$ cat config.mk
export PLATFORM = sky130hd
export DESIGN_NAME = sar_adc_ctrl_flat
export DESIGN_NICKNAME = d
export VERILOG_FILES = /design/src/rtl/sar_adc_ctrl_if.sv /design/src/rtl/sar_adc_ctrl.sv /design/src/flat_wrapper.sv
export SDC_FILE = /design/constraint.sdc
export NUM_CORES = 1
export LEC_CHECK = 0
export BUFFER_PORTS_ARGS = -buffer_cell sky130_fd_sc_hd__buf_2
export CORE_MARGIN = 4
export CORE_UTILIZATION = 50
export CTS_CLUSTER_SIZE = 12
export DETAILED_ROUTE_END_ITERATION = 16
export PLACE_DENSITY = 0.71
export SYNTH_ARGS = -nofsm -noshare
export SYNTH_HDL_FRONTEND = slang
export SYNTH_SLANG_ARGS = --single-unit
$ cat constraint.sdc
create_clock -name clk -period 2.05 [get_ports clk]
set_clock_uncertainty 0.2 [all_clocks]
set_input_delay 0.1025 -clock clk [delete_from_list [all_inputs] [get_ports clk]]
set_output_delay 0.1025 -clock clk [all_outputs]
set_load 0.005 [all_outputs]
$ cat src/rtl/sar_adc_ctrl_if.sv
// sar_adc_ctrl_if - request/comparator/result bundle of the SAR controller
// master: requester + comparator side, slave: controller side
interface sar_adc_ctrl_if #(
   parameter int WIDTH = 4
);
   logic             start;
   logic             cmp_in;
   logic [WIDTH-1:0] ref_out;
   logic             busy;
   logic             done;
   logic [WIDTH-1:0] result;

   modport master (
      output start,
      output cmp_in,
      input  ref_out,
      input  busy,
      input  done,
      input  result
   );

   modport slave (
      input  start,
      input  cmp_in,
      output ref_out,
      output busy,
      output done,
      output result
   );
endinterface

$ cat src/rtl/sar_adc_ctrl.sv
// sar_adc_ctrl - successive-approximation controller, MSB first
// Macro SAR_CTRL_CONT_EN: start is a level enable, back-to-back conversions
module sar_adc_ctrl #(
   parameter int WIDTH  = 4,
   parameter int SETTLE = 2
) (
   input logic           clk,
   input logic           rst_n,
   sar_adc_ctrl_if.slave bus
);
   localparam int CW = (SETTLE > 1) ? $clog2(SETTLE) : 1;
   localparam logic [WIDTH-1:0] ONE  = {{(WIDTH-1){1'b0}}, 1'b1};
   localparam logic [WIDTH-1:0] MSB  = {1'b1, {(WIDTH-1){1'b0}}};
   localparam logic [WIDTH-1:0] REF0 = MSB - ONE;

   typedef enum logic [1:0] {
      IDLE,
      TRIAL,
      FINISH
   } state_t;

   state_t           state_q;
   logic [WIDTH-1:0] ref_q;
   logic [WIDTH-1:0] result_q;
   logic [WIDTH-1:0] code_q;
   logic [WIDTH-1:0] bit_q;
   logic [CW-1:0]    cnt_q;
   logic             busy_q;
   logic             done_q;

   logic             go_d;
   logic             sample_d;
   logic             last_d;
   logic [WIDTH-1:0] code_d;
   logic [WIDTH-1:0] bit_d;
   logic [WIDTH-1:0] ref_d;

`ifdef SAR_CTRL_CONT_EN
   assign go_d = bus.start;
`else
   logic start_q;

   // registered copy of start so only its rising edge requests a conversion
   always_ff @(posedge clk or negedge rst_n) begin
      if (!rst_n) start_q <= 1'b0;
      else        start_q <= bus.start;
   end

   assign go_d = bus.start & ~start_q;
`endif

   // commit the trial bit on the comparator decision; next ref is T-1
   always_comb begin
      sample_d = (cnt_q == CW'(SETTLE - 1));
      last_d   = bit_q[0];
      code_d   = bus.cmp_in ? (code_q | bit_q) : code_q;
      bit_d    = bit_q >> 1;
      ref_d    = (code_d | bit_d) - ONE;
   end

   // conversion FSM; all outputs registered here
   always_ff @(posedge clk or negedge rst_n) begin
      if (!rst_n) begin
         state_q  <= IDLE;
         ref_q    <= '0;
         result_q <= '0;
         code_q   <= '0;
         bit_q    <= '0;
         cnt_q    <= '0;
         busy_q   <= 1'b0;
         done_q   <= 1'b0;
      end else begin
         done_q <= 1'b0;
         unique case (state_q)
            IDLE, FINISH: begin
               state_q <= IDLE;
               if (go_d) begin
                  state_q <= TRIAL;
                  code_q  <= '0;
                  bit_q   <= MSB;
                  ref_q   <= REF0;
                  cnt_q   <= '0;
                  busy_q  <= 1'b1;
               end
            end
            TRIAL: begin
               cnt_q <= cnt_q + CW'(1);
               if (sample_d) begin
                  code_q <= code_d;
                  if (!last_d) begin
                     bit_q <= bit_d;
                     ref_q <= ref_d;
                     cnt_q <= '0;
                  end else begin
                     result_q <= code_d;
                     done_q   <= 1'b1;
                     busy_q   <= 1'b0;
                     state_q  <= FINISH;
`ifdef SAR_CTRL_CONT_EN
                     if (bus.start) begin
                        state_q <= TRIAL;
                        code_q  <= '0;
                        bit_q   <= MSB;
                        ref_q   <= REF0;
                        cnt_q   <= '0;
                        busy_q  <= 1'b1;
                     end
`endif
                  end
               end
            end
            default: state_q <= IDLE;
         endcase
      end
   end

   assign bus.ref_out = ref_q;
   assign bus.busy    = busy_q;
   assign bus.done    = done_q;
   assign bus.result  = result_q;
endmodule
$ cat src/flat_wrapper.sv
// flat-port wrapper written by rule: the top's interface ports become plain ports
module sar_adc_ctrl_flat 
#(
   parameter int WIDTH  = 4,
   parameter int SETTLE = 2
)
  (clk, rst_n, bus_start, bus_cmp_in, bus_ref_out, bus_busy, bus_done, bus_result);
  sar_adc_ctrl_if #(.WIDTH(WIDTH)) bus_i ();
  input logic clk;
  input logic rst_n;
  input wire logic [$bits(bus_i.start)-1:0] bus_start;
  input wire logic [$bits(bus_i.cmp_in)-1:0] bus_cmp_in;
  output wire logic [$bits(bus_i.ref_out)-1:0] bus_ref_out;
  output wire logic [$bits(bus_i.busy)-1:0] bus_busy;
  output wire logic [$bits(bus_i.done)-1:0] bus_done;
  output wire logic [$bits(bus_i.result)-1:0] bus_result;
  assign bus_i.start = bus_start;
  assign bus_i.cmp_in = bus_cmp_in;
  assign bus_ref_out = bus_i.ref_out;
  assign bus_busy = bus_i.busy;
  assign bus_done = bus_i.done;
  assign bus_result = bus_i.result;
  sar_adc_ctrl #(.WIDTH(WIDTH), .SETTLE(SETTLE)) u_core (.clk(clk), .rst_n(rst_n), .bus(bus_i));
endmodule
==> report_table.html, run 1 <==
<table>
<tr><th>Metric</th><th>Value</th></tr>
<tr><th colspan="2">Yosys</th></tr>
<tr><td>Count of distinct cell types in the synthesized netlist</td><td>28</td></tr>
<tr><td>Combined area of all synthesized cells</td><td>923 µm²</td></tr>
<tr><td>Synth warn</td><td>0</td></tr>
<tr><td>Mapped Nets</td><td>89</td></tr>
<tr><td>Post-synthesis cell count</td><td>84</td></tr>
<tr><td>Main flop type after synthesis</td><td>dfrtp_1</td></tr>
<tr><td>Part of the Yosys area used for sequential elements</td><td>59.6%</td></tr>
<tr><td>Average instance area after synthesis</td><td>11.0 µm²</td></tr>
<tr><td>Number of flops mapped to enable cells by yosys</td><td>0</td></tr>
<tr><td>Share of flip-flops with an asynchronous set or reset after synthesis</td><td>100%</td></tr>
<tr><td>Post-synthesis register bit count</td><td>22</td></tr>
<tr><th colspan="2">Setup path</th></tr>
<tr><td>Endpoint class of the critical path</td><td>flip-flop</td></tr>
<tr><td>R2R setup slack</td><td>0.17 ns</td></tr>
<tr><td>Crit path cell chain</td><td>dlygate4sd3_1 &gt; buf_2 &gt; a211o_1 &gt; or4_1 &gt; a32o_1</td></tr>
<tr><td>Worst path bufs/invs</td><td>2</td></tr>
<tr><td>Maximum cell stage delay along the critical path</td><td>0.53 ns</td></tr>
<tr><td>Worst Reg2Reg Path Length in Cells</td><td>3</td></tr>
<tr><td>Delay-heaviest family, CP</td><td>buffers and inverters</td></tr>
<tr><td>Critical path destination</td><td>u_core.bus.ref_out[3]$_DFFE_PN0P_</td></tr>
<tr><td>Worst R2R Start</td><td>u_core.bit_q[0]$_DFFE_PN0P_</td></tr>
<tr><td>Data required, critical path</td><td>2.06 ns</td></tr>
<tr><td>Nature of the critical path startpoint</td><td>input pin</td></tr>
<tr><td>Number of cells on the critical path</td><td>5</td></tr>
<tr><td>Master of the slowest instance on the critical path</td><td>dlygate4sd3_1</td></tr>
<tr><td>CP Class</td><td>in2reg</td></tr>
<tr><td>Data arrival time at the worst-slack endpoint</td><td>1.88 ns</td></tr>
<tr><td>CP max FO</td><td>9</td></tr>
<tr><td>Crit path launch</td><td>bus_cmp_in</td></tr>
<tr><td>Endpoint of the worst register-to-register path</td><td>u_core.bus.ref_out[3]$_DFFE_PN0P_</td></tr>
<tr><th colspan="2">Flow run</th></tr>
<tr><td>Number of maximum-capacitance constraint violations</td><td>0</td></tr>
<tr><th colspan="2">Placement</th></tr>
<tr><td>Total placed instance area</td><td>0.00102 mm²</td></tr>
<tr><td>Final weighted congestion in routability-driven placement</td><td>0.734</td></tr>
<tr><td>Detailed Place HPWL</td><td>1.19 mm</td></tr>
<tr><td>Port buffer count</td><td>13</td></tr>
<tr><td>Pre-CTS setup slack</td><td>0.171 ns</td></tr>
<tr><th colspan="2">CTS</th></tr>
<tr><td>Count of clock tree sinks</td><td>22</td></tr>
<tr><td>Number of gates given a new drive strength after cts</td><td>0</td></tr>
<tr><td>Hold-fix buffer count after cts</td><td>3</td></tr>
<tr><td>Master cell of the clock root buffer</td><td>clkbuf_4</td></tr>
<tr><td>Level count of the clock H-tree</td><td>1</td></tr>
<tr><td>Register clock-pin slew on the reported worst setup and hold paths</td><td>0.13 ns</td></tr>
<tr><td># Post-CTS Setup Buffers</td><td>0</td></tr>
<tr><td>Clock latency on the worst-skew pair</td><td>0.30 ns</td></tr>
<tr><td>Largest buffer count on any clock path</td><td>2</td></tr>
<tr><td>Number of buffers added by the clock tree synthesis step</td><td>3</td></tr>
<tr><td>CTS tree</td><td>built</td></tr>
<tr><th colspan="2">STA</th></tr>
<tr><td>Final worst path period share</td><td>91.5%</td></tr>
<tr><td>Unrepaired setup endpoints after global routing</td><td>no</td></tr>
<tr><td>Worst Tran Pin Value</td><td>0.493 ns</td></tr>
<tr><td>Number of hold violations in the final report</td><td>0</td></tr>
<tr><td>Final-layout worst hold slack</td><td>0.0838 ns</td></tr>
<tr><td>Total setup violations reported at the end of the flow</td><td>0</td></tr>
<tr><td>Max-slew violation total from the final report</td><td>0</td></tr>
<tr><td>Highest Clock Rate</td><td>533 MHz</td></tr>
<tr><td>Shortest period the worst path allows</td><td>1.88 ns</td></tr>
<tr><td>Sum Neg Setup Slack</td><td>0 ns</td></tr>
<tr><td>Minimum setup slack in the final design</td><td>0.175 ns</td></tr>
<tr><td>Worst slew slack as a fraction of its limit</td><td>67.1%</td></tr>
<tr><th colspan="2">Layout</th></tr>
<tr><td>Finished layout cell area</td><td>0.00110 mm²</td></tr>
<tr><td>Storage cell area</td><td>551 µm²</td></tr>
<tr><td>Commonest non-fill, non-tap cells in the layout</td><td>dfrtp_1 (22), buf_2 (13), inv_1 (7), a21oi_1 (7), o21ai_0 (7)</td></tr>
<tr><td>Total number of nets in the final design</td><td>109</td></tr>
<tr><td>Final antenna diode count</td><td>0</td></tr>
<tr><td>Share of post-route cells with drive strength above 1</td><td>21.4%</td></tr>
<tr><td>Fill count</td><td>143</td></tr>
<tr><td>Area taken by multi-input logic gates</td><td>328 µm²</td></tr>
<tr><td>Leading cell type in the layout, fill and taps excluded</td><td>dfrtp_1</td></tr>
<tr><td>Synthesis-to-layout area growth</td><td>19.0%</td></tr>
<tr><th colspan="2">Drt</th></tr>
<tr><td>First-pass iteration count of the detailed router</td><td>4</td></tr>
<tr><td>Routed via count</td><td>692</td></tr>
<tr><td>Post-detailed-route wirelength per cell</td><td>13.1 µm</td></tr>
<tr><td>Final routed DRC violation total</td><td>0</td></tr>
<tr><td>Number of DRC markers after the initial detailed-route iteration</td><td>24</td></tr>
<tr><td>Number of vias per cell</td><td>5.41</td></tr>
<tr><td>Antenna viol nets, final</td><td>0</td></tr>
<tr><td>Final Routed Wirelength</td><td>1.67 mm</td></tr>
<tr><th colspan="2">Run status</th></tr>
<tr><td>Result of the run</td><td>completed</td></tr>
<tr><th colspan="2">Die</th></tr>
<tr><td>Die span in y</td><td>51.0 µm</td></tr>
<tr><td>Effective utilization at floorplan</td><td>52.9%</td></tr>
<tr><td>Placeable core region</td><td>0.00175 mm²</td></tr>
<tr><td>Io pins</td><td>14</td></tr>
<tr><td>Number of placement rows</td><td>15</td></tr>
<tr><td>Area enclosed by the die boundary</td><td>0.00260 mm²</td></tr>
<tr><td>Width of the die</td><td>51.0 µm</td></tr>
<tr><th colspan="2">Global route</th></tr>
<tr><td>Maximum number of pins on one net before global-route repair</td><td>23</td></tr>
<tr><td>Remaining global-route overflow</td><td>0</td></tr>
<tr><td>Via count of the first global-routing pass</td><td>651</td></tr>
<tr><td>Antenna violations before repair</td><td>0</td></tr>
<tr><td>Overall fraction of global-route tracks in use</td><td>14.9%</td></tr>
<tr><td>Global-route wire length before repair</td><td>2.92 mm</td></tr>
<tr><th colspan="2">Power and ir drop</th></tr>
<tr><td>Cell Pwr Density</td><td>1500 mW/mm²</td></tr>
<tr><td>Leak Pwr</td><td>0.535 nW</td></tr>
<tr><td>PnR Total Power</td><td>0.00165 W</td></tr>
<tr><td>Peak VDD IR</td><td>0.760 mV</td></tr>
<tr><th colspan="2">Min path</th></tr>
<tr><td>Worst hold path class</td><td>in2async</td></tr>
</table>
[report_power, final]
part | leakage (nW) | switching (W) | internal (W) | total, W
registers | 0.275 | 0.000128 | 0.000590 | 0.000718
logic | 0.232 | 0.000308 | 0.000297 | 0.000605
clock network | 0.0279 | 0.000128 | 0.000197 | 0.000325
[layout make-up]
| class | count | area share [%] |
|---|---|---|
| sequential | 22 | 50.1 |
| multi-input combinational | 52 | 29.8 |
| timing repair buffer | 18 | 10.0 |
| tap | 25 | 2.85 |
| clock inverter | 1 | 2.73 |
| inverter | 7 | 2.39 |
| clock buffer | 3 | 2.05 |
[worst register-to-register path, cell delays in order (launching register included)]
cell     delay [ns]
dfrtp_1        0.46
a211o_1        0.36
or4_1          0.50
a32o_1         0.26
[worst min-delay path by stage]
stage | startpoint | endpoint | slack (ns) | depth (start not counted)
global route | rst_n | u_core.bus.ref_out[3]$_DFFE_PN0P_ | 0.11 | 2
global placement | rst_n | u_core.bus.result[0]$_DFFE_PN0P_ | -0.11 | 1
CTS | rst_n | u_core.bus.result[0]$_DFFE_PN0P_ | 0.1 | 2
finish | rst_n | u_core.bus.result[3]$_DFFE_PN0P_ | 0.08 | 2
floorplan | rst_n | u_core.bit_q[0]$_DFFE_PN0P_ | -0.39 | 0
detailed placement | rst_n | u_core.bus.done$_DFF_PN0_ | -0.11 | 1
[cells in the mapped netlist, drive strengths merged (2+ instances only)]
library cell / instances / share of area (%)
dfrtp: 22 / 60
nand2: 4 / 1.6
inv: 7 / 2.8
or2: 2 / 1.4
a2bb2oi: 3 / 2.8
o21ai: 7 / 3.8
a21oi: 7 / 3.8
clkbuf: 2 / 0.81
nor3: 4 / 2.2
a211o: 2 / 1.9
a22o: 2 / 1.9
nor2: 5 / 2.0
o211ai: 2 / 1.6
[sequential cells by signal (all words and copies together), names as in the netlist]
signal              flops
u_core.bus.ref_out      4
u_core.cnt_q            1
u_core.code_q           4
u_core.start_q          1
u_core.bit_q            4
u_core.state_q          2
u_core.bus.result       4
u_core.bus.done         1
u_core.bus.busy         1
[through the flow]
stage               utilization, %  instances
finish                        62.9        128
CTS                           62.9        128
global placement              58.2        121
detailed placement            58.2        121
floorplan                        -         84
global route                  62.9        128
[cell families after synthesis]
group | after synthesis | share of synthesized area (%)
fa+ha+maj | 1 | 1.35
compound gates | 26 | 18.6
xor+xnor | 1 | 0.949
flops | 22 | 59.6
simple gates | 24 | 14.6
buf+inv | 10 | 4.88
[routing by layer]
metal | GRT usage (%) | vias up | share of wire, % | routed length, µm
li1 | - | 337 | - | -
met2 | 23.4 | 22 | 45 | 757
met1 | 20.9 | 331 | 48 | 799
met4 | 4.04 | 0 | 0.48 | 8
met5 | 0 | - | 0 | 0
met3 | 2.92 | 2 | 6.5 | 109
(Power assumes the default switching activity.)
==> inputs of run 2 (changes only) <==
- CORE_MARGIN: 4 -> unset
- SKIP_CTS_REPAIR_TIMING: unset -> 1
==> run 2 against run 1 <==
Compared with the run above: via count is 0.58% lower; worst hold slack better by 0.0023 ns; sequential share of layout area up 0.75 points; die area is 22% lower.
==> report_table.html, run 2 (synthesis gave the netlist of run 1 again) <==
<table>
<tr><th>Metric</th><th>Value</th></tr>
<tr><th colspan="2">Die</th></tr>
<tr><td>Io pins</td><td>14 (unchanged)</td></tr>
<tr><td>Area enclosed by the die boundary</td><td>0.00202 mm² (was 0.00260 mm²)</td></tr>
<tr><td>Effective utilization at floorplan</td><td>53.5% (was 52.9%)</td></tr>
<tr><td>Number of placement rows</td><td>15 (unchanged)</td></tr>
<tr><td>Die span in y</td><td>45.0 µm (was 51.0 µm)</td></tr>
<tr><td>Placeable core region</td><td>0.00173 mm² (was 0.00175 mm²)</td></tr>
<tr><td>Width of the die</td><td>45.0 µm (was 51.0 µm)</td></tr>
<tr><th colspan="2">Layout</th></tr>
<tr><td>Final antenna diode count</td><td>0 (unchanged)</td></tr>
<tr><td>Finished layout cell area</td><td>0.00108 mm² (was 0.00110 mm²)</td></tr>
<tr><td>Leading cell type in the layout, fill and taps excluded</td><td>dfrtp_1 (unchanged)</td></tr>
<tr><td>Share of post-route cells with drive strength above 1</td><td>21.4% (unchanged)</td></tr>
<tr><td>Synthesis-to-layout area growth</td><td>17.2% (was 19.0%)</td></tr>
<tr><td>Final standard cell utilization of the core</td><td>62.7% (was 62.9%)</td></tr>
<tr><td>Commonest non-fill, non-tap cells in the layout</td><td>dfrtp_1 (22), buf_2 (13), inv_1 (7), a21oi_1 (7), o21ai_0 (7) (unchanged)</td></tr>
<tr><td>Total number of nets in the final design</td><td>109 (unchanged)</td></tr>
<tr><td>Finished Layout Cells</td><td>128 (unchanged)</td></tr>
<tr><th colspan="2">Setup path</th></tr>
<tr><td>Nature of the critical path startpoint</td><td>input pin (unchanged)</td></tr>
<tr><td>Data arrival time at the worst-slack endpoint</td><td>1.88 ns (about the same)</td></tr>
<tr><td>CP Class</td><td>in2reg (unchanged)</td></tr>
<tr><td>Maximum cell stage delay along the critical path</td><td>0.53 ns (about the same)</td></tr>
<tr><td>Endpoint class of the critical path</td><td>flip-flop (unchanged)</td></tr>
<tr><td>Data required, critical path</td><td>2.05 ns (was 2.06 ns)</td></tr>
<tr><td>Crit path cell chain</td><td>dlygate4sd3_1 &gt; buf_2 &gt; a211o_1 &gt; or4_1 &gt; a32o_1 (unchanged)</td></tr>
<tr><td>CP max FO</td><td>9 (unchanged)</td></tr>
<tr><td>Master of the slowest instance on the critical path</td><td>dlygate4sd3_1 (unchanged)</td></tr>
<tr><th colspan="2">Global route</th></tr>
<tr><td>Overall fraction of global-route tracks in use</td><td>18.1% (was 14.9%)</td></tr>
<tr><td>Via count of the first global-routing pass</td><td>603 (was 651)</td></tr>
<tr><td>Global-route wire length before repair</td><td>2.63 mm (was 2.92 mm)</td></tr>
<tr><td>Remaining global-route overflow</td><td>0 (unchanged)</td></tr>
<tr><td>Maximum number of pins on one net before global-route repair</td><td>23 (unchanged)</td></tr>
<tr><td>Antenna violations before repair</td><td>0 (unchanged)</td></tr>
<tr><th colspan="2">Drt</th></tr>
<tr><td>Number of DRC markers after the initial detailed-route iteration</td><td>5 (was 24)</td></tr>
<tr><td>Final routed DRC violation total</td><td>0 (unchanged)</td></tr>
<tr><td>Post-detailed-route wirelength per cell</td><td>12.1 µm (was 13.1 µm)</td></tr>
<tr><td>Final Routed Wirelength</td><td>1.55 mm (was 1.67 mm)</td></tr>
<tr><td>Routed via count</td><td>688 (was 692)</td></tr>
<tr><td>First-pass iteration count of the detailed router</td><td>4 (unchanged)</td></tr>
<tr><td>Antenna viol nets, final</td><td>0 (unchanged)</td></tr>
<tr><td>Number of vias per cell</td><td>5.38 (was 5.41)</td></tr>
<tr><th colspan="2">CTS</th></tr>
<tr><td>Count of clock tree sinks</td><td>22 (unchanged)</td></tr>
<tr><td>Largest buffer count on any clock path</td><td>2 (unchanged)</td></tr>
<tr><td>Master cell of the clock root buffer</td><td>clkbuf_4 (unchanged)</td></tr>
<tr><td>Level count of the clock H-tree</td><td>1 (unchanged)</td></tr>
<tr><td>CTS tree</td><td>built (unchanged)</td></tr>
<tr><td>Number of buffers added by the clock tree synthesis step</td><td>3 (unchanged)</td></tr>
<tr><td>Register clock-pin slew on the reported worst setup and hold paths</td><td>0.12 ns (was 0.13 ns)</td></tr>
<tr><td>Clock latency on the worst-skew pair</td><td>0.29 ns (was 0.30 ns)</td></tr>
<tr><th colspan="2">STA</th></tr>
<tr><td>Worst Tran Pin Value</td><td>0.463 ns (was 0.493 ns)</td></tr>
<tr><td>Number of hold violations in the final report</td><td>0 (unchanged)</td></tr>
<tr><td>Final-layout worst hold slack</td><td>0.0861 ns (was 0.0838 ns)</td></tr>
<tr><td>Unrepaired setup endpoints after global routing</td><td>no (unchanged)</td></tr>
<tr><td>Final worst path period share</td><td>91.8% (was 91.5%)</td></tr>
<tr><td>Shortest period the worst path allows</td><td>1.88 ns (about the same)</td></tr>
<tr><td>Highest Clock Rate</td><td>531 MHz (was 533 MHz)</td></tr>
<tr><td>Worst slew slack as a fraction of its limit</td><td>69.1% (was 67.1%)</td></tr>
<tr><td>Total setup violations reported at the end of the flow</td><td>0 (unchanged)</td></tr>
<tr><td>Sum Neg Setup Slack</td><td>0 ns (unchanged)</td></tr>
<tr><td>Max-slew violation total from the final report</td><td>0 (unchanged)</td></tr>
<tr><th colspan="2">Placement</th></tr>
<tr><td>Total placed instance area</td><td>0.00102 mm² (unchanged)</td></tr>
<tr><td>Detailed Place HPWL</td><td>1.09 mm (was 1.19 mm)</td></tr>
<tr><td>Port buffer count</td><td>13 (unchanged)</td></tr>
<tr><td>Final weighted congestion in routability-driven placement</td><td>0.815 (was 0.734)</td></tr>
<tr><td>Total placed cells including tap cells</td><td>121 (unchanged)</td></tr>
<tr><th colspan="2">Power and ir drop</th></tr>
<tr><td>Peak VDD IR</td><td>0.682 mV (was 0.760 mV)</td></tr>
<tr><td>Leak Pwr</td><td>0.528 nW (was 0.535 nW)</td></tr>
<tr><td>Cell Pwr Density</td><td>1420 mW/mm² (was 1500 mW/mm²)</td></tr>
<tr><th colspan="2">Min path</th></tr>
<tr><td>Worst hold path class</td><td>in2async (unchanged)</td></tr>
<tr><th colspan="2">Flow run</th></tr>
<tr><td>Number of maximum-capacitance constraint violations</td><td>0 (unchanged)</td></tr>
<tr><th colspan="2">Run status</th></tr>
<tr><td>Result of the run</td><td>completed (unchanged)</td></tr>
</table>
==> run 2: worst paths after layout <==
kind | start | endpoint | slack [ns] | depth (start not counted)
worst max-delay path | bus_cmp_in | u_core.bus.ref_out[3]$_DFFE_PN0P_ | 0.17 | 5
worst min-delay path | rst_n | u_core.bus.done$_DFF_PN0_ | 0.09 | 2
worst max register to register | u_core.bit_q[0]$_DFFE_PN0P_ | u_core.bus.ref_out[3]$_DFFE_PN0P_ | 0.17 | 3
worst min register to register | u_core.bus.result[0]$_DFFE_PN0P_ | u_core.bus.result[0]$_DFFE_PN0P_ | 0.28 | 2
max in group asynchronous | rst_n | u_core.bit_q[1]$_DFFE_PN0P_ | 1.25 | 2
min in group clk | bus_start | u_core.start_q$_DFF_PN0_ | 0.27 | 2
==> run 2: worst max-delay path: cells and delay by family <==
kind / cells / cell delay [ns]
AND/OR/NAND/NOR: 1 / 0.52
AO/OA/AOI/OAI: 2 / 0.55
buffers and inverters: 2 / 0.71
==> run 2: metrics by stage <==
step	setup WS, ns	total power, W
floorplan	0.243	0.00113
global placement	0.197	0.00130
detailed placement	0.188	0.00132
CTS	0.158	0.00155
global route	0.0986	0.00167
finish	0.168	0.00154
==> run 2: cell type report <==
cell class	instances	area, µm²
Clock buffer	4	36.3
Fill cell	149	644
Multi-Input combinational cell	52	328
Sequential cell	22	551
Timing Repair Buffer	18	110
Inverter	7	26.3
Tap cell	25	31.3
==> run 2: per-layer routing <==
layer / part of all wire (%) / global-route usage [%] / wire length [µm] / vias up
met3: 2.8 / 3.60 / 44 / 2
met5: 0 / 0 / 0 / -
met4: 1.5 / 7.27 / 24 / 0
li1: - / - / - / 338
met2: 44 / 27.2 / 677 / 13
met1: 52 / 25.9 / 807 / 335
==> run 2: where the power goes <==
group | total, W | internal (W) | leakage [nW] | switching (W)
clock | 0.000230 | 0.000108 | 0.0210 | 0.000122
combinational | 0.000595 | 0.000297 | 0.232 | 0.000298
sequential | 0.000715 | 0.000590 | 0.275 | 0.000124
total | 0.00154 | 0.000996 | 0.528 | 0.000544
==> inputs of run 3 (changes only) <==
- ABC_AREA: unset -> 1
- CAP_MARGIN: unset -> 40
==> run 3 against run 2 <==
Compared with the run above: die area grew 0.24%; total power is 7.9% higher; setup slack gained 0.22 ns; global-route usage grew 0.89 points; non-clock buffer count fell by 2; register-to-register slack improved by 0.26 ns; wire length is 9.5% higher; critical path depth up 6; worst hold slack worse by 0.012 ns; sequential power about the same.
==> report_table.html, run 3 <==
<table>
<tr><th>Metric</th><th>Value</th></tr>
<tr><th colspan="2">Drt</th></tr>
<tr><td>Number of DRC markers after the initial detailed-route iteration</td><td>5 (unchanged)</td></tr>
<tr><td>Routed wl met2</td><td>830 µm (was 677 µm)</td></tr>
<tr><td>Highest metal layer with signal wires</td><td>met4 (unchanged)</td></tr>
<tr><td>Routed via count</td><td>705 (was 688)</td></tr>
<tr><td>Antenna viol nets, final</td><td>0 (unchanged)</td></tr>
<tr><td>Final routed DRC violation total</td><td>0 (unchanged)</td></tr>
<tr><td>First-pass iteration count of the detailed router</td><td>4 (unchanged)</td></tr>
<tr><td>WL met3</td><td>47 µm (was 44 µm)</td></tr>
<tr><td>Number of vias per cell</td><td>4.90 (was 5.38)</td></tr>
<tr><td>Final Routed Wirelength</td><td>1.70 mm (was 1.55 mm)</td></tr>
<tr><td>Routed metal-1 wirelength</td><td>788 µm (was 807 µm)</td></tr>
<tr><td>Post-detailed-route wirelength per cell</td><td>11.8 µm (was 12.1 µm)</td></tr>
<tr><th colspan="2">CTS</th></tr>
<tr><td>Number of buffers added by the clock tree synthesis step</td><td>3 (unchanged)</td></tr>
<tr><td>CTS tree</td><td>built (unchanged)</td></tr>
<tr><td>Master cell of the clock root buffer</td><td>clkbuf_4 (unchanged)</td></tr>
<tr><td>Largest buffer count on any clock path</td><td>2 (unchanged)</td></tr>
<tr><td>Register clock-pin slew on the reported worst setup and hold paths</td><td>0.11 ns (was 0.12 ns)</td></tr>
<tr><td>Count of clock tree sinks</td><td>22 (unchanged)</td></tr>
<tr><td>Level count of the clock H-tree</td><td>1 (unchanged)</td></tr>
<tr><td>Clock latency on the worst-skew pair</td><td>0.31 ns (was 0.29 ns)</td></tr>
<tr><th colspan="2">STA</th></tr>
<tr><td>Worst slew slack as a fraction of its limit</td><td>67.8% (was 69.1%)</td></tr>
<tr><td>Final-layout worst hold slack</td><td>0.0742 ns (was 0.0861 ns)</td></tr>
<tr><td>Final worst path period share</td><td>81.2% (was 91.8%)</td></tr>
<tr><td>Number of hold violations in the final report</td><td>0 (unchanged)</td></tr>
<tr><td>Max-slew violation total from the final report</td><td>0 (unchanged)</td></tr>
<tr><td>Sum Neg Setup Slack</td><td>0 ns (unchanged)</td></tr>
<tr><td>Worst Tran Pin Value</td><td>0.483 ns (was 0.463 ns)</td></tr>
<tr><td>Unrepaired setup endpoints after global routing</td><td>no (unchanged)</td></tr>
<tr><td>Total setup violations reported at the end of the flow</td><td>0 (unchanged)</td></tr>
<tr><td>Highest Clock Rate</td><td>601 MHz (was 531 MHz)</td></tr>
<tr><td>Shortest period the worst path allows</td><td>1.66 ns (was 1.88 ns)</td></tr>
<tr><th colspan="2">Layout</th></tr>
<tr><td>Share of post-route cells with drive strength above 1</td><td>18.5% (was 21.4%)</td></tr>
<tr><td>Commonest non-fill, non-tap cells in the layout</td><td>dfrtp_1 (22), inv_1 (16), nor2_1 (14) (was dfrtp_1 (22), buf_2 (13), inv_1 (7), a21oi_1 (7), o21ai_0 (7))</td></tr>
<tr><td>Final antenna diode count</td><td>0 (unchanged)</td></tr>
<tr><td>Total number of nets in the final design</td><td>126 (was 109)</td></tr>
<tr><td>Synthesis-to-layout area growth</td><td>16.1% (was 17.2%)</td></tr>
<tr><td>Finished Layout Cells</td><td>144 (was 128)</td></tr>
<tr><td>Leading cell type in the layout, fill and taps excluded</td><td>dfrtp_1 (unchanged)</td></tr>
<tr><th colspan="2">Die</th></tr>
<tr><td>Area enclosed by the die boundary</td><td>0.00203 mm² (was 0.00202 mm²)</td></tr>
<tr><td>Number of placement rows</td><td>15 (unchanged)</td></tr>
<tr><td>Placeable core region</td><td>0.00173 mm² (unchanged)</td></tr>
<tr><td>Die span in y</td><td>45.0 µm (about the same)</td></tr>
<tr><td>Width of the die</td><td>45.0 µm (about the same)</td></tr>
<tr><td>Effective utilization at floorplan</td><td>53.6% (was 53.5%)</td></tr>
<tr><td>Io pins</td><td>14 (unchanged)</td></tr>
<tr><th colspan="2">Global route</th></tr>
<tr><td>Via count of the first global-routing pass</td><td>612 (was 603)</td></tr>
<tr><td>Remaining global-route overflow</td><td>0 (unchanged)</td></tr>
<tr><td>Overall fraction of global-route tracks in use</td><td>19.0% (was 18.1%)</td></tr>
<tr><td>Maximum number of pins on one net before global-route repair</td><td>23 (unchanged)</td></tr>
<tr><td>Global-route wire length before repair</td><td>2.65 mm (was 2.63 mm)</td></tr>
<tr><td>Antenna violations before repair</td><td>0 (unchanged)</td></tr>
<tr><th colspan="2">Placement</th></tr>
<tr><td>Total placed cells including tap cells</td><td>138 (was 121)</td></tr>
<tr><td>Detailed Place HPWL</td><td>1.22 mm (was 1.09 mm)</td></tr>
<tr><td>Port buffer count</td><td>13 (unchanged)</td></tr>
<tr><td>Final weighted congestion in routability-driven placement</td><td>0.863 (was 0.815)</td></tr>
<tr><th colspan="2">Setup path</th></tr>
<tr><td>CP Class</td><td>in2reg (unchanged)</td></tr>
<tr><td>Data required, critical path</td><td>2.06 ns (was 2.05 ns)</td></tr>
<tr><td>Worst R2R Start</td><td>u_core.bit_q[0]$_DFFE_PN0P_ (unchanged)</td></tr>
<tr><td>Data arrival time at the worst-slack endpoint</td><td>1.67 ns (was 1.88 ns)</td></tr>
<tr><td>Nature of the critical path startpoint</td><td>input pin (unchanged)</td></tr>
<tr><td>Endpoint class of the critical path</td><td>flip-flop (unchanged)</td></tr>
<tr><td>CP max FO</td><td>5 (was 9)</td></tr>
<tr><td>Crit path launch</td><td>bus_cmp_in (unchanged)</td></tr>
<tr><th colspan="2">Yosys</th></tr>
<tr><td>Post-synthesis cell count</td><td>100 (was 84)</td></tr>
<tr><td>Number of flops mapped to enable cells by yosys</td><td>0 (unchanged)</td></tr>
<tr><td>Average instance area after synthesis</td><td>9.26 µm² (was 11.0 µm²)</td></tr>
<tr><td>Cell with the most instances after synthesis</td><td>dfrtp_1 (unchanged)</td></tr>
<tr><td>Count of distinct cell types in the synthesized netlist</td><td>17 (was 28)</td></tr>
<tr><td>Largest area contributor in the netlist</td><td>dfrtp_1 (unchanged)</td></tr>
<tr><td>Dominant cells by area after synthesis</td><td>dfrtp_1 (59%), inv_1 (6.5%), nor2_1 (5.7%) (was dfrtp_1 (60%), a21oi_1 (3.8%), o21ai_0 (3.8%))</td></tr>
<tr><td>Mapped Nets</td><td>105 (was 89)</td></tr>
<tr><td>Most instantiated cells after synthesis</td><td>dfrtp_1 (22), inv_1 (16), nor2_1 (14) (was dfrtp_1 (22), a21oi_1 (7), inv_1 (7), o21ai_0 (7), nor2_1 (5))</td></tr>
<tr><td>Share of flip-flops with an asynchronous set or reset after synthesis</td><td>100% (unchanged)</td></tr>
<tr><td>Combined area of all synthesized cells</td><td>926 µm² (was 923 µm²)</td></tr>
<tr><td>Top-area cell type share of the netlist area</td><td>59.5% (was 59.6%)</td></tr>
<tr><td>Synth warn</td><td>0 (unchanged)</td></tr>
<tr><td>Post-synthesis register bit count</td><td>22 (unchanged)</td></tr>
<tr><td>Part of the Yosys area used for sequential elements</td><td>59.5% (was 59.6%)</td></tr>
<tr><td>Main flop type after synthesis</td><td>dfrtp_1 (unchanged)</td></tr>
<tr><th colspan="2">Run status</th></tr>
<tr><td>Result of the run</td><td>completed (unchanged)</td></tr>
<tr><th colspan="2">Power and ir drop</th></tr>
<tr><td>Peak VDD IR</td><td>0.651 mV (was 0.682 mV)</td></tr>
<tr><td>Leak Pwr</td><td>0.557 nW (was 0.528 nW)</td></tr>
<tr><td>Cell Pwr Density</td><td>1540 mW/mm² (was 1420 mW/mm²)</td></tr>
<tr><th colspan="2">Min path</th></tr>
<tr><td>Worst hold path class</td><td>in2async (unchanged)</td></tr>
<tr><th colspan="2">Flow run</th></tr>
<tr><td>Number of maximum-capacitance constraint violations</td><td>0 (unchanged)</td></tr>
</table>
## run 3: cell count changes after synthesis, moves of 3 or more
cell,before,now
inv_1,7,16
nor2_1,5,14
nand2_1,4,12
nand3_1,1,9
a2bb2oi_1,3,0
## run 3: path summary, 6_finish.rpt
path / endpoint / slack (ns) / depth (start not counted)
worst max-delay path: u_core.bus.ref_out[2]$_DFFE_PN0P_ / 0.39 / 11
worst min-delay path: u_core.bus.busy$_DFFE_PN0P_ / 0.07 / 2
worst max register to register: u_core.bus.ref_out[2]$_DFFE_PN0P_ / 0.43 / 9
worst min register to register: u_core.bus.busy$_DFFE_PN0P_ / 0.32 / 2
max in group asynchronous: u_core.code_q[2]$_DFFE_PN0P_ / 1.25 / 2
min in group clk: u_core.start_q$_DFF_PN0_ / 0.27 / 2
## run 3: kinds of logic after synthesis
| family | synth area share, % |
|---|---|
| and+or+nand+nor | 21.4 |
| buffers and inverters | 6.89 |
| AOI/OAI and AO/OA | 10.9 |
| DFF | 59.5 |
| adders and majority gates | 1.35 |
## run 3: metal layers
layer / track usage (%) / vias to the layer above
li1: - / 360
met1: 23.6 / 329
met2: 30.1 / 12
met3: 3.60 / 4
met4: 12.7 / 0
met5: 0 / -
## run 3: where the power goes
part	internal, W	switching, W	total [W]
clock network	0.0000687	0.000124	0.000193
registers	0.000614	0.000104	0.000718
logic	0.000287	0.000462	0.000749
## run 3: cell type report
class                   instances  area, µm²
well taps                      25       31.3
flip-flops and latches         22        551
multi-input cells              61        312
fillers                       165        652
repair buffers                 16       95.1
clock buffers                   3       22.5
inverters                      17       63.8
## run 3: worst max-delay path, stage by stage
cell	delay, ns
dlygate4sd3_1	0.53
buf_2	0.15
nand2_1	0.07
nand2_1	0.06
nor2_1	0.22
ha_1	0.22
inv_1	0.04
nand2_1	0.05
nand3_1	0.06
o21ai_0	0.08
inv_1	0.07
## run 3: stage by stage
step	area, µm²	utilization, %	power [W]	worst slack, ns
after detailed placement	1020	59.2	0.00148	0.436
after CTS	1040	60.5	0.00167	0.424
after global placement	1020	59.2	0.00145	0.529
final	1070	62.2	0.00166	0.385
after global routing	1070	62.2	0.00181	0.207
after floorplan	926	-	0.00125	0.610
